===== src/rtl/lisa_rx_pkg.sv =====
// Shared types and default sizing for the LISA receive controller.
package lisa_rx_pkg;

    localparam int unsigned DIV_W_DEF = 16;
    localparam int unsigned DEPTH_DEF = 4;

    typedef enum logic [1:0] {
        IDLE = 2'd0,
        ACK  = 2'd1,
        WAIT = 2'd2
    } rx_state_e;

endpackage


===== src/rtl/lisa_rx_fifo.sv =====
// First-word fall-through byte FIFO; a push into a full FIFO is accepted only when
// a pop frees a slot in the same cycle.
module lisa_rx_fifo
    import lisa_rx_pkg::*;
#(
    parameter int unsigned DEPTH = DEPTH_DEF,
    localparam int unsigned AW   = $clog2(DEPTH)
) (
    input  logic          clk,
    input  logic          rst,
    input  logic          push,
    input  logic          pop,
    input  logic [7:0]    din,
    output logic [7:0]    dout,
    output logic [AW:0]   count,
    output logic          empty,
    output logic          full
);

    localparam logic [AW:0] FULL_CNT = (AW + 1)'(DEPTH);

    logic [7:0]    r_mem [DEPTH];
    logic [AW-1:0] r_wr_ptr;
    logic [AW-1:0] r_rd_ptr;
    logic [AW:0]   r_count;
    logic          w_do_push;
    logic          w_do_pop;

    assign empty     = (r_count == '0);
    assign full      = (r_count == FULL_CNT);
    assign count     = r_count;
    assign dout      = r_mem[r_rd_ptr];
    assign w_do_pop  = pop && !empty;
    assign w_do_push = push && (!full || w_do_pop);

    always_ff @(posedge clk) begin
        if (w_do_push) begin
            r_mem[r_wr_ptr] <= din;
        end
    end

    // Pointers are exactly AW bits wide, so the increment wraps modulo DEPTH.
    always_ff @(posedge clk) begin
        if (rst) begin
            r_wr_ptr <= '0;
            r_rd_ptr <= '0;
            r_count  <= '0;
        end else begin
            if (w_do_push) begin
                r_wr_ptr <= r_wr_ptr + 1'b1;
            end
            if (w_do_pop) begin
                r_rd_ptr <= r_rd_ptr + 1'b1;
            end
            if (w_do_push && !w_do_pop) begin
                r_count <= r_count + 1'b1;
            end else if (w_do_pop && !w_do_push) begin
                r_count <= r_count - 1'b1;
            end
        end
    end

endmodule


===== src/rtl/lisa_rx_ctrl.sv =====
// Baud reference generator plus a drain FSM that moves bytes from the 8N1 receiver
// into a small FIFO, flagging any byte lost to a full FIFO.
module lisa_rx_ctrl
    import lisa_rx_pkg::*;
#(
    parameter int unsigned DIV_W = DIV_W_DEF,
    parameter int unsigned DEPTH = DEPTH_DEF
) (
    input  logic                     clk,
    input  logic                     rst,
    input  logic                     cfg_en,
    input  logic [DIV_W-1:0]         cfg_div,
    output logic                     baud_ref,
    input  logic [7:0]               rx_d,
    input  logic                     rx_avail,
    output logic                     rx_rd,
    input  logic                     pop,
    output logic [7:0]               dout,
    output logic                     empty,
    output logic                     full,
    output logic [$clog2(DEPTH):0]   count,
    output logic                     overflow,
    input  logic                     ovf_clr
);

    logic [DIV_W-1:0] w_eff_div;
    logic [DIV_W-1:0] r_baud_cnt;
    logic             r_baud_ref;

    rx_state_e        r_state;
    rx_state_e        w_state_d;
    logic             w_push;
    logic             w_drop;
    logic             w_rx_rd_d;
    logic             r_rx_rd;
    logic             r_overflow;

    // A zero divisor would stall the counter at zero; treat it as one.
    assign w_eff_div = (cfg_div == '0) ? DIV_W'(1) : cfg_div;

    always_ff @(posedge clk) begin
        if (rst) begin
            r_baud_cnt <= w_eff_div;
            r_baud_ref <= 1'b0;
        end else if (!cfg_en) begin
            r_baud_cnt <= w_eff_div;
            r_baud_ref <= 1'b0;
        end else if (r_baud_cnt == '0) begin
            r_baud_cnt <= w_eff_div;
            r_baud_ref <= 1'b1;
        end else begin
            r_baud_cnt <= r_baud_cnt - 1'b1;
            r_baud_ref <= 1'b0;
        end
    end

    assign baud_ref = r_baud_ref;

    always_ff @(posedge clk) begin
        if (rst) begin
            r_state <= IDLE;
            r_rx_rd <= 1'b0;
        end else begin
            r_state <= w_state_d;
            r_rx_rd <= w_rx_rd_d;
        end
    end

    always_comb begin
        w_state_d = r_state;
        unique case (r_state)
            IDLE:    if (rx_avail) w_state_d = ACK;
            ACK:     w_state_d = WAIT;
            WAIT:    if (!rx_avail) w_state_d = IDLE;
            default: w_state_d = IDLE;
        endcase
    end

    // rx_rd is registered from the next state so it is high exactly while in ACK.
    always_comb begin
        w_push    = 1'b0;
        w_rx_rd_d = 1'b0;
        if (r_state == IDLE && rx_avail) begin
            w_push = 1'b1;
        end
        if (w_state_d == ACK) begin
            w_rx_rd_d = 1'b1;
        end
    end

    assign rx_rd  = r_rx_rd;
    assign w_drop = w_push && full && !pop;

    always_ff @(posedge clk) begin
        if (rst) begin
            r_overflow <= 1'b0;
        end else if (w_drop) begin
            r_overflow <= 1'b1;
        end else if (ovf_clr) begin
            r_overflow <= 1'b0;
        end
    end

    assign overflow = r_overflow;

    lisa_rx_fifo #(
        .DEPTH (DEPTH)
    ) u_fifo (
        .clk   (clk),
        .rst   (rst),
        .push  (w_push),
        .pop   (pop),
        .din   (rx_d),
        .dout  (dout),
        .count (count),
        .empty (empty),
        .full  (full)
    );

endmodule


===== config.mk =====
export PLATFORM = sky130hd
export DESIGN_NAME = lisa_rx_ctrl
export DESIGN_NICKNAME = d
export VERILOG_FILES = /design/src/rtl/lisa_rx_pkg.sv /design/src/rtl/lisa_rx_fifo.sv /design/src/rtl/lisa_rx_ctrl.sv
export SDC_FILE = /design/constraint.sdc
export NUM_CORES = 1
export LEC_CHECK = 0
export ABC_AREA = 1
export BUFFER_PORTS_ARGS = -buffer_cell sky130_fd_sc_hd__buf_2
export CORE_UTILIZATION = 35
export DETAILED_ROUTE_END_ITERATION = 12
export PLACE_DENSITY = 0.54
export SLEW_MARGIN = 20
export SYNTH_ARGS = -nofsm -noshare
export SYNTH_HDL_FRONTEND = slang
export SYNTH_SLANG_ARGS = --single-unit
export TNS_END_PERCENT = 100

===== constraint.sdc =====
create_clock -name clk -period 2.81 [get_ports clk]
set_input_delay 0.281 -clock clk [delete_from_list [all_inputs] [get_ports clk]]
set_output_delay 0.281 -clock clk [all_outputs]
set_load 0.03 [all_outputs]

Word level (Yosys, flattened, before mapping) --
Memories as Yosys holds them, arrays and structs flattened. A register that Yosys moved wholly into a read port is not among the register bits. Index checks and enable logic that the tools add are counted.
Operators by class: add/subtract/negate cells 5, multiply operators 0, div/mod/pow operators 0, order comparisons 0, equality and inequality tests 4, shift operators 0, muxes and demuxes 18, bitwise gates (word level) 1, reduce and logical (&&, ||, !) cells 20
Operators with widths (number):
- $mux W16 | 4
- $logic_not A16 Y1 | 2
- $sub A16 B1 Y16 const B | 1
- $mux W2 | 4
- $logic_and A1 B1 Y1 | 7
- $mux W1 | 7
- $mux W3 | 2
- $pmux W2 S3 | 1
- $logic_not A1 Y1 | 5
- $add A2 B1 Y2 const B | 2
- $eq A2 B1 Y1 const B | 2
- $reduce_bool A2 Y1 | 2
- $add A3 B1 Y3 const B | 1
- $eq A3 B3 Y1 const B | 1
- $logic_not A3 Y1 | 1
- $sub A3 B1 Y3 const B | 1
- $eq A2 B2 Y1 const B | 1
- $logic_not A2 Y1 | 1
- $reduce_or A2 Y1 | 1
- $logic_or A1 B1 Y1 | 1
- $not A1 Y1 | 1
Storage, ports and cells: register bits 28, latch bits 0, RAM bits 32, bits in read-only memories 0, input port bits 30, word-level logic and storage cells 57, memories 1
Memories:
- u_fifo.r_mem | words 4, width 8, rd ports 1, clocked after Yosys merged registers in 1, write ports 1, RTL line lisa_rx_fifo.sv:22 | logic [7:0] r_mem [DEPTH];

Depth between registers and ports, before layout --
depth in word-level cells 9, mapped depth 13, depth with buffers taken out 13

Modules after synthesis --
Synthesis repeated with hierarchy kept, for this count alone.
Second synthesis, totals: cells, all modules 326, area total of the unflattened synthesis 2919.0 sq um
Modules (own cells, without submodules):
- lisa_rx_fifo | times used 1, cells an instance 148, area each 1702.9 sq um, seq. area each 1141.1 sq um
- lisa_rx_ctrl | times used 1, cells an instance 178, area each 1216.2 sq um, seq. area each 420.4 sq um

Least setup slack after synthesis --
OpenSTA, ideal clock, no wires.
kind flip-flop to flip-flop, start point register u_fifo.r_count[2], in the netlist u_fifo.count[2], end point register u_fifo.r_count[1], in the netlist u_fifo.count[1], library setup time 0.120 ns, arrival time 2.581 ns, data required time 2.690 ns, slack 0.109 ns, stages on the path, launching flop included 11, buffers on the path 0, period minus slack after synthesis 2.701 ns, cell sequence dfxtp_1 inv_1 nor3_1 nand2_1 nand2_2 inv_1 ha_1 inv_1 fa_1 o21ai_0 a21oi_1
RTL lines:
- start, declared | RTL line lisa_rx_fifo.sv:25 | logic [AW:0] r_count;
- start signal, assigned | RTL line lisa_rx_fifo.sv:56 | r_count <= r_count + 1'b1;
- start signal, assigned | RTL line lisa_rx_fifo.sv:58 | r_count <= r_count - 1'b1;
- $eq A3 B3 Y1 * | RTL line lisa_rx_fifo.sv:30 | assign full = (r_count == FULL_CNT);
- named net full | RTL line lisa_rx_ctrl.sv:20 | output logic full,
- $logic_not A1 Y1 * | RTL line lisa_rx_fifo.sv:34 | assign w_do_push = push && (!full || w_do_pop);
- $logic_or A1 B1 Y1 * | RTL line lisa_rx_fifo.sv:34
- $logic_and A1 B1 Y1 * | RTL line lisa_rx_fifo.sv:34
- named net u_fifo.w_do_push | RTL line lisa_rx_fifo.sv:26 | logic w_do_push;
- $logic_not A1 Y1 | RTL line lisa_rx_fifo.sv:57 | end else if (w_do_pop && !w_do_push) begin
- $logic_and A1 B1 Y1 | RTL line lisa_rx_fifo.sv:57
- $reduce_bool A2 Y1 (no line)
The timed path passes the listed nets; every way through them passes the cells marked *. A chain may end at the register's enable or synchronous reset.

Worst setup path in the final report --
start point register u_fifo.r_count[0], in the netlist u_fifo.count[0], end point register u_fifo.r_count[1], in the netlist u_fifo.count[1]
Between the ends: word-level cells in the longest chain between the ends 8
Ends and longest elaborated chain:
- $logic_not A3 Y1 | RTL line lisa_rx_fifo.sv:29 | assign empty = (r_count == '0);
- $logic_not A1 Y1 | RTL line lisa_rx_fifo.sv:33 | assign w_do_pop = pop && !empty;
- $logic_and A1 B1 Y1 | RTL line lisa_rx_fifo.sv:33
- $logic_or A1 B1 Y1 * | RTL line lisa_rx_fifo.sv:34
- $logic_and A1 B1 Y1 * | RTL line lisa_rx_fifo.sv:34
- named net u_fifo.w_do_push | RTL line lisa_rx_fifo.sv:26
- $logic_not A1 Y1 | RTL line lisa_rx_fifo.sv:57
- $logic_and A1 B1 Y1 | RTL line lisa_rx_fifo.sv:57
- $reduce_bool A2 Y1 (no line)
The timed path passes the listed nets; every way through them passes the cells marked *. The select of a mux whose other input is x is not followed.

==> results.md <==
| Group | Metric | Value |
|---|---|---|
| setup path | Critical Path Source Type | flop |
| synthesis | Number of synthesized register bits | 62 |
| floorplan | Overall die width | 91.53 µm |
| final layout | Diode count | 0 |
| floorplan | DIE AREA | 8377 µm² |
| job | Max_cap viols | 0 |
| floorplan | Vertical extent of the die | 91.53 µm |
| timing | Transition time at the pin with the least slew margin | 0.7651 ns |
| detailed routing | TritonRoute pass-1 iters | 6 |
| clock tree | Buffer depth of the longest clock path | 2 |
| setup path | Arrival time of data at the critical path endpoint | 2.30 ns |
| clock tree | Buffer count from post-CTS setup fixing | 0 |
| timing | Setup TNS | 0 ns |
| floorplan | Top-Level Pins | 46 |
| status | Status | finished clean |
| final layout | Syn-to-layout area delta | 18.78% |
| placement | Worst slack at placement | 0.7808 ns |
| final layout | Fill cell instance count of the final layout | 784 |
| clock tree | Clock-pin slew on the worst setup and hold paths | 0.08 ns |
| placement | HPWL after detailed placement | 3851 µm |
| synthesis | Post-synthesis net count | 347 |
| pwr | Leakage | 0.001414 µW |
| timing | Final worst setup slack | 0.7391 ns |
| detailed routing | Post-detailed-route via-to-cell ratio | 4.639 |
| synthesis | Cell type with the largest total area after synthesis | sky130_fd_sc_hd__edfxtp_1 |
| synthesis | Avg Synthesized Cell Area | 9.078 µm² |
| synthesis | Top cells by count, synth | 54 x sky130_fd_sc_hd__nand2_1, 54 x sky130_fd_sc_hd__nor2_1, 33 x sky130_fd_sc_hd__inv_1 |
| clock tree | Clk sinks | 62 |
| clock tree | CTS tree | yes |
| clock tree | Htree depth | 3 |
| hold path | Type of the tightest min-delay check | input pin to flop |
| clock tree | Count of hold-fix buffers inserted at cts | 0 |
| clock tree | Cells resized by post-CTS repair | 0 |
| timing | Clock Skews | 0.009661 ns |
| timing | Final Slew Violations | 0 |
| synthesis | Post-synth EDFFs | 32 |
| timing | Achievable Freq | 0.4829 GHz |
| synthesis | Fraction of post-synthesis cell area in the top cell type by area | 34.26% |
| setup path | Crit path capture type | flop |
| global route | Via count of the first global-routing pass | 2072 |
| synthesis | Synthesized netlist cell count | 309 |
| floorplan | Number of cell rows | 32 |
| clock tree | Library cell used as clock root buffer | sky130_fd_sc_hd__clkbuf_8 |
| synthesis | Synth Flop Type | sky130_fd_sc_hd__edfxtp_1 |
| floorplan | Core Area | 7727 µm² |
| detailed routing | Routed len/inst | 11.59 µm |
| placement | Count of input and output buffers | 45 |
| detailed routing | Final antenna-violating net count | 0 |
| synthesis | Sequential cell area fraction in the yosys report | 55.66% |
| global route | Initial antenna violation count | 0 |
| timing | Final hold violation count | 0 |
| global route | Congestion Overflow GR | 0 |
| timing | Relative slew slack | 48.80% |
| clock tree | Clock buffers created by TritonCTS | 9 |
| timing | Share of the cycle needed by the critical path after routing | 73.70% |
| global route | Maximum number of pins on one net before global-route repair | 23 |
| detailed routing | Detailed router's first-iteration violation count | 96 |
| detailed routing | Routed via count | 2185 |
| final layout | Nets | 402 |
| timing | Final Critical Period | 2.071 ns |
| pwr | Final total power | 2539 µW |
| synthesis | Cell types with the largest area share after synthesis | sky130_fd_sc_hd__edfxtp_1 34%, sky130_fd_sc_hd__dfxtp_1 21%, sky130_fd_sc_hd__nand2_1 7.2%, sky130_fd_sc_hd__nor2_1 7.2%, sky130_fd_sc_hd__o21ai_0 4.5% |
| timing | Unrepaired setup endpoints after global routing | no |
| synthesis | Fraction of registers with async set/reset | 0% |
| final layout | Share of cells above drive strength 1 | 22.22% |
| synthesis | Count of synthesis-stage warnings from yosys | 0 |
| timing | Final count of negative-setup-slack endpoints | 0 |
| global route | Total global-route track usage | 14.73% |
| synthesis | Count of different cell masters after synthesis | 26 |
| clock tree | Latest clock arrival within the worst-skew pair | 0.34 ns |
| detailed routing | Total wire length after detailed routing | 5457 µm |
| setup path | Crit Path Max Fanout | 9 |
| setup path | Setup CP Type | flop to flop |
| placement | Final RePlAce weighted congestion | 0.7776 |
| pwr | IR drop worst, VDD | 285.8 µV |
| pwr | Power Density | 762.0 nW/µm² |
| setup path | Required arrival time at the worst endpoint | 3.04 ns |
| global route | Wire length of the first global-routing pass | 9515 µm |
| synthesis | Mapped Area | 2805 µm² |
| floorplan | Starting utilization of the core area | 36.30% |
| detailed routing | Number of remaining DRC errors | 0 |
-- layout make-up --
class / instances / area, µm² / area share, %
inverter: 33 / 123.9 / 3.718
tap: 102 / 127.6 / 3.830
sequential: 62 / 1562 / 46.86
clock inverter: 7 / 57.56 / 1.727
clock buffer: 9 / 123.9 / 3.718
timing repair buffer: 48 / 247.7 / 7.435
multi-input combinational: 210 / 1090 / 32.71
-- kinds of logic after synthesis --
logic type	after synthesis	share of synthesized area, %
AO/OA/AOI/OAI	48	9.456
XOR/XNOR	8	2.498
adder cells (fa/ha/maj)	8	3.836
buffers and inverters	37	5.486
flip-flops	62	55.66
AND/OR/NAND/NOR	146	23.06
-- routing by layer --
layer | routed length (µm) | global-route usage [%] | up-vias
met1 | 2627 | 19.14 | 996
li1 | - | - | 1135
met4 | 104 | 7.937 | 0
met3 | 220 | 3.099 | 11
met5 | 0 | 0 | -
met2 | 2504 | 22.87 | 43
-- critical path, cell delays in order (launching register included) --
cell	delay, ns
sky130_fd_sc_hd__dfxtp_1	0.35
sky130_fd_sc_hd__nor3_1	0.33
sky130_fd_sc_hd__nand2_1	0.11
sky130_fd_sc_hd__nand2_2	0.16
sky130_fd_sc_hd__inv_1	0.06
sky130_fd_sc_hd__ha_1	0.18
sky130_fd_sc_hd__inv_1	0.10
sky130_fd_sc_hd__fa_1	0.42
sky130_fd_sc_hd__o21ai_0	0.17
sky130_fd_sc_hd__a21oi_1	0.06
-- report_power, final --
| part | switching [µW] | total (µW) | internal [µW] |
|---|---|---|---|
| Sequential | 63.5 | 1110 | 1050 |
| Clock | 379 | 707 | 328 |
| Combinational | 499 | 720 | 221 |
-- registers in the layout, summed over array words and instances, names as in the netlist, named ones only --
register / flops
u_fifo.r_mem: 32
r_baud_cnt: 16
u_fifo.count: 3
r_state: 2
u_fifo.r_rd_ptr: 2
u_fifo.r_wr_ptr: 2
baud_ref: 1
overflow: 1
rx_rd: 1
-- worst paths after layout --
kind / startpoint / endpoint / slack, ns / depth (start not counted)
setup / recovery: u_fifo.count[0]$_SDFFE_PP0P_ / u_fifo.count[1]$_SDFFE_PP0P_ / 0.74 / 9
hold / removal: ovf_clr / overflow$_SDFFE_PP0P_ / 0.14 / 2
setup reg to reg: u_fifo.count[0]$_SDFFE_PP0P_ / u_fifo.count[1]$_SDFFE_PP0P_ / 0.74 / 9
hold reg to reg: overflow$_SDFFE_PP0P_ / overflow$_SDFFE_PP0P_ / 0.49 / 2
-- through the flow --
stage          area (µm²)  utilization, %  cells  hold slack (ns)
6_report             3332           43.12    471           0.1410
5_1_grt              3332           43.12    471           0.1408
4_1_cts              3332           43.12    471           0.1270
3_5_place_dp         3151           40.77    455           0.4803
3_3_place_gp         3151           40.77    455           0.4581
2_1_floorplan        2805               -    309           0.3578
-- placed cells by master (no fill, tap or decap), types with 8 or more instances in the layout --
cell type and count:
sky130_fd_sc_hd__nand2_1 54, sky130_fd_sc_hd__nor2_1 54, sky130_fd_sc_hd__buf_2 45, sky130_fd_sc_hd__inv_1 33
sky130_fd_sc_hd__edfxtp_1 32, sky130_fd_sc_hd__dfxtp_1 30, sky130_fd_sc_hd__o21ai_0 25, sky130_fd_sc_hd__nand3_1 14
sky130_fd_sc_hd__clkbuf_8 9, sky130_fd_sc_hd__a21oi_1 8, sky130_fd_sc_hd__o22ai_1 8
Note: power is estimated with default switching activity, not from simulation.
